`src/rtl/inst_mem_sync.sv`:
```
`default_nettype none
// ============================================================================
// Module   : inst_mem_sync
// Brief    : Writable instruction memory with a synchronous one-cycle read,
//            request/valid fetch handshake, a load port for run-time program
//            writes, and a post-reset clear sequencer that fills every word
//            with NOP before fetches are accepted.
// Options  : INST_MEM_FETCH_CNT_EN adds output fetch_cnt, a 16-bit wrapping
//            count of fetches accepted since reset.
// Revision : 1.0 - initial release
// ============================================================================
module inst_mem_sync #(
  parameter int              DATA_W   = 16,
  parameter int              ADDR_W   = 4,
  parameter int              PC_W     = 16,
  parameter logic [DATA_W-1:0] NOP_INST = 16'b00001_000_0000_0000
) (
  input  logic              clk,
  input  logic              rst,
  input  logic              fetch_req,
  input  logic [PC_W-1:0]   pc,
  output logic              inst_valid,
  output logic [DATA_W-1:0] inst,
  output logic              ready,
  input  logic              wr_en,
  input  logic [ADDR_W-1:0] wr_addr,
  input  logic [DATA_W-1:0] wr_data,
  output logic              wr_ack
`ifdef INST_MEM_FETCH_CNT_EN
  ,
  output logic [15:0]       fetch_cnt
`endif
);

  localparam int c_DEPTH = 1 << ADDR_W;
  localparam logic [ADDR_W-1:0] c_LAST = {ADDR_W{1'b1}};

  typedef enum logic [0:0] {
    S_CLEAR = 1'b0,
    S_RUN   = 1'b1
  } state_t;

  state_t              r_state;
  logic [ADDR_W-1:0]   r_clr_cnt;
  logic [DATA_W-1:0]   r_mem [c_DEPTH];
  logic                r_inst_valid;
  logic [DATA_W-1:0]   r_inst;
  logic                r_ready;
  logic                r_wr_ack;

  // Only the low pc bits address the array; upper bits wrap around.
  logic [ADDR_W-1:0]   w_addr;
  logic                w_fetch;
  logic                w_write;
  logic                w_bypass;
  logic                w_pc_unused;

  assign w_addr      = pc[ADDR_W-1:0];
  assign w_pc_unused = ^pc[PC_W-1:ADDR_W];
  assign w_fetch     = (r_state == S_RUN) && fetch_req;
  assign w_write     = (r_state == S_RUN) && wr_en;
  // A same-cycle write to the fetched word wins, so the fetch sees new data.
  assign w_bypass    = w_write && (wr_addr == w_addr);

  // Memory array: NOP fill while clearing, load-port writes while running.
  always_ff @(posedge clk) begin
    if (rst) begin
      if (r_state == S_CLEAR) begin
        r_mem[r_clr_cnt] <= NOP_INST;
      end else if (w_write) begin
        r_mem[wr_addr] <= wr_data;
      end
    end
  end

  // Clear/run sequencer together with the registered handshake outputs.
  always_ff @(posedge clk) begin
    if (!rst) begin
      r_state      <= S_CLEAR;
      r_clr_cnt    <= '0;
      r_ready      <= 1'b0;
      r_inst_valid <= 1'b0;
      r_wr_ack     <= 1'b0;
      r_inst       <= NOP_INST;
    end else begin
      case (r_state)
        S_CLEAR: begin
          r_inst_valid <= 1'b0;
          r_wr_ack     <= 1'b0;
          r_clr_cnt    <= r_clr_cnt + 1'b1;
          if (r_clr_cnt == c_LAST) begin
            r_state <= S_RUN;
            r_ready <= 1'b1;
          end
        end
        S_RUN: begin
          r_ready      <= 1'b1;
          r_inst_valid <= w_fetch;
          r_wr_ack     <= w_write;
          if (w_fetch) begin
            r_inst <= w_bypass ? wr_data : r_mem[w_addr];
          end
        end
        default: begin
          r_state <= S_CLEAR;
        end
      endcase
    end
  end

  assign inst_valid = r_inst_valid;
  assign inst       = r_inst;
  assign ready      = r_ready;
  assign wr_ack     = r_wr_ack;

`ifdef INST_MEM_FETCH_CNT_EN
  logic [15:0] r_fetch_cnt;

  // Count accepted fetches; wraps naturally at 16 bits.
  always_ff @(posedge clk) begin
    if (!rst) begin
      r_fetch_cnt <= '0;
    end else if (w_fetch) begin
      r_fetch_cnt <= r_fetch_cnt + 16'd1;
    end
  end

  assign fetch_cnt = r_fetch_cnt;
`endif

endmodule
`default_nettype wire

```
`config.mk`:
```
export PLATFORM = sky130hd
export DESIGN_NAME = inst_mem_sync
export DESIGN_NICKNAME = d
export VERILOG_FILES = /design/src/rtl/inst_mem_sync.sv
export SDC_FILE = /design/constraint.sdc
export NUM_CORES = 1
export LEC_CHECK = 0
export CORE_MARGIN = 2
export CORE_UTILIZATION = 40
export CTS_CLUSTER_SIZE = 8
export DETAILED_ROUTE_END_ITERATION = 12
export PLACE_DENSITY = 0.62
export SYNTH_ARGS = -nofsm -noshare
export SYNTH_HDL_FRONTEND = slang
export SYNTH_SLANG_ARGS = --single-unit
```
`constraint.sdc`:
```
create_clock -name clk -period 7 [get_ports clk]
set_input_delay 1.75 -clock clk [delete_from_list [all_inputs] [get_ports clk]]
set_output_delay 1.75 -clock clk [all_outputs]
set_load 0.02 [all_outputs]
```
==> flow_summary.ini <==
[logic_synthesis]
synth_cell_types = 43
synth_area_mm2 = 0.0110
ys.flop_type = edfxtp_1
ys_ff_latch = 280
synth_edf_count = 256
synthArstFlopShare = 0
syn_nets = 585
syn_area_per_cell_um2 = 20.3
seq_area_frac_synth = 0.740
ys_warn_count = 0
syn_inst = 544

[clocking]
clkLatencyLatePin_ns = 0.51
cts.sinks = 280
cts-resized-gates = 0
clockBufferDepth = 3
cts_buffers = 40
holdBufCountCts = 0
h-tree-depth = 2
clk_pin_slew_ns = 0.05
cts_tree = done
cts-root-buf = clkbuf_16
post-cts-setup-buffers = 0

[global_routing]
grt_pass1_wl_um = 37100
antenna_found_initial = 0
gr-usage-met1 = 0.219
gr-usage-met2 = 0.317
grt_overflow = 0
grt_max_degree = 42
track_usage = 0.177
grt_pass1_vias = 6057
grt_most_used_layer = met2
use_met3 = 0.0337

[detailed_routing]
post_drt_wl_per_cell_um = 24.6
drt-total-wl_um = 24500
antenna_left = 0
vias = 5554
dr.pass1.iters = 5
avgViaCountPerCell = 5.59
first_iter_violations = 386
drc = 0

[critical_path]
cp-end-kind = flop
path_cells = clkdlybuf4s50_1 -> nand3_2 -> inv_2 -> mux2i_1 -> or3_1 -> nor2_2
worstSetupPathType = in2reg
crit_required_ns = 7.12
cpPeakStageDelay_ns = 1.03
crit_slowest_cell = nor2_2
path_max_fanout = 23
startpoint_type = input port
arrival_ns = 4.85

[timing]
min_period_ns = 4.73
setup_ws_ns = 2.27
slew_headroom = 0.130
slew_violations = 0
setup_violations = 0
whs_ns = 0.460
tns_ns = 0
finalHoldViolCount = 0
fmax_mhz = 211
fin_crit_sh = 0.676
rsz0062_at_grt = false
worstMarginPinSlew_ns = 1.30
skew_ns = 0.0114

[place]
dp_hpwl_um = 14600
gp_congestion = 0.779
dp_slack_ns = 1.76
postPlaceCellArea_mm2 = 0.0119
port_buffers = 46

[floorplan]
fp.dieW_um = 170
core.rowCount = 60
die_h_um = 170
core_mm2 = 0.0270
die-area_mm2 = 0.0289
ios = 59
initial_utilization = 0.408

[final_layout]
finalNetCount = 661
diodes = 0
final_common_cell = edfxtp_1
final_area_mm2 = 0.0131
layout-drive-gt1-share = 0.252
final_cell_mix = 256 x edfxtp_1, 80 x mux4_2, 44 x clkdlybuf4s50_1
synthToLayoutAreaGrowth_pct = 18.7

[pwr]
p_per_area_mw_per_mm2 = 285
peakVddDrop_uv = 171
p_leak_nw = 4.52
finalPower_w = 0.00373

[job]
max_cap_violations = 0

[run_status]
status = finished clean

[hold_path]
hold_path.class = reg2reg
[flip-flops by register name, summed over array words and instances (netlist names)]
| signal | count |
|---|---|
| inst_valid | 1 |
| r_clr_cnt | 4 |
| r_mem | 256 |
| wr_ack | 1 |
| inst | 16 |
| r_state | 1 |
| ready | 1 |
[final timing paths]
check / startpoint / end / slack, ns / cells after the start
worst max-delay path: rst / r_mem[13][1] / 2.27 / 6
worst min-delay path: ready / ready / 0.46 / 1
worst max register to register: r_state / r_mem[13][1] / 3.44 / 5
worst min register to register: ready / ready / 0.46 / 1
[synthesized netlist by cell type, types with 2 or more instances]
| library cell | n | area share |
|---|---|---|
| mux2i_1 | 2 | 0.0018 |
| and2_1 | 15 | 0.0085 |
| nor3b_1 | 2 | 0.0014 |
| nand3b_1 | 4 | 0.0027 |
| nor2_1 | 23 | 0.0078 |
| dfxtp_1 | 24 | 0.044 |
| o21ai_0 | 3 | 0.0014 |
| mux4_2 | 80 | 0.16 |
| a31oi_1 | 4 | 0.0023 |
| edfxtp_1 | 256 | 0.70 |
| buf_4 | 2 | 0.0014 |
| buf_2 | 15 | 0.0068 |
| clkinv_1 | 16 | 0.0054 |
| xnor2_1 | 4 | 0.0032 |
| nand2_1 | 17 | 0.0058 |
| o211ai_1 | 15 | 0.010 |
| nand2b_1 | 2 | 0.0011 |
| inv_1 | 2 | 0.00068 |
| buf_6 | 2 | 0.0020 |
| xor2_1 | 5 | 0.0040 |
| a21oi_1 | 2 | 0.00091 |
| nand3_1 | 6 | 0.0027 |
| nand4_1 | 15 | 0.0085 |
| clkbuf_1 | 9 | 0.0031 |
[cell families (layout without fill, tap and decap cells)]
kind of cell	Yosys count	after routing	share of synthesized area
flip-flops	280	280	0.740
AND/OR/NAND/NOR	90	90	0.0426
multiplexers	82	82	0.165
buffers and inverters	48	156	0.0201
AO/OA/AOI/OAI	34	34	0.0239
XOR/XNOR	9	9	0.00714
adder cells (fa/ha/maj)	1	1	0.00113
[layout make-up]
type / instances / area [um^2]
Clock buffer: 72 / 1140
Tap cell: 341 / 427
Fill cell: 2208 / 13900
Inverter: 19 / 71.3
Clock inverter: 2 / 17.5
Sequential cell: 280 / 8170
Multi-Input combinational cell: 216 / 2690
Timing Repair Buffer: 63 / 581
[worst max-delay path, delay by kind of cell]
kind,cells,cell delay (ns)
buffers and inverters,2,1.10
AND/OR/NAND/NOR,3,1.77
multiplexers,1,0.21
[where the power goes]
group	internal, W	total, W	switching, W
Clock	0.00109	0.00175	0.000660
Combinational	0.0000682	0.000151	0.0000830
Sequential	0.00182	0.00183	0.00000603
[layer usage]
layer | routed length, um | part of all wire
met1 | 9690 | 0.40
met2 | 13100 | 0.54
met3 | 1180 | 0.048
met4 | 491 | 0.020
met5 | 0 | 0
[stage by stage]
stage           util  std cells
2_1_floorplan      -        544
3_3_place_gp   0.442        919
3_5_place_dp   0.442        919
4_1_cts        0.485        993
5_1_grt        0.485        993
6_report       0.485        993
No activity file was read; power rests on OpenSTA's default activity.
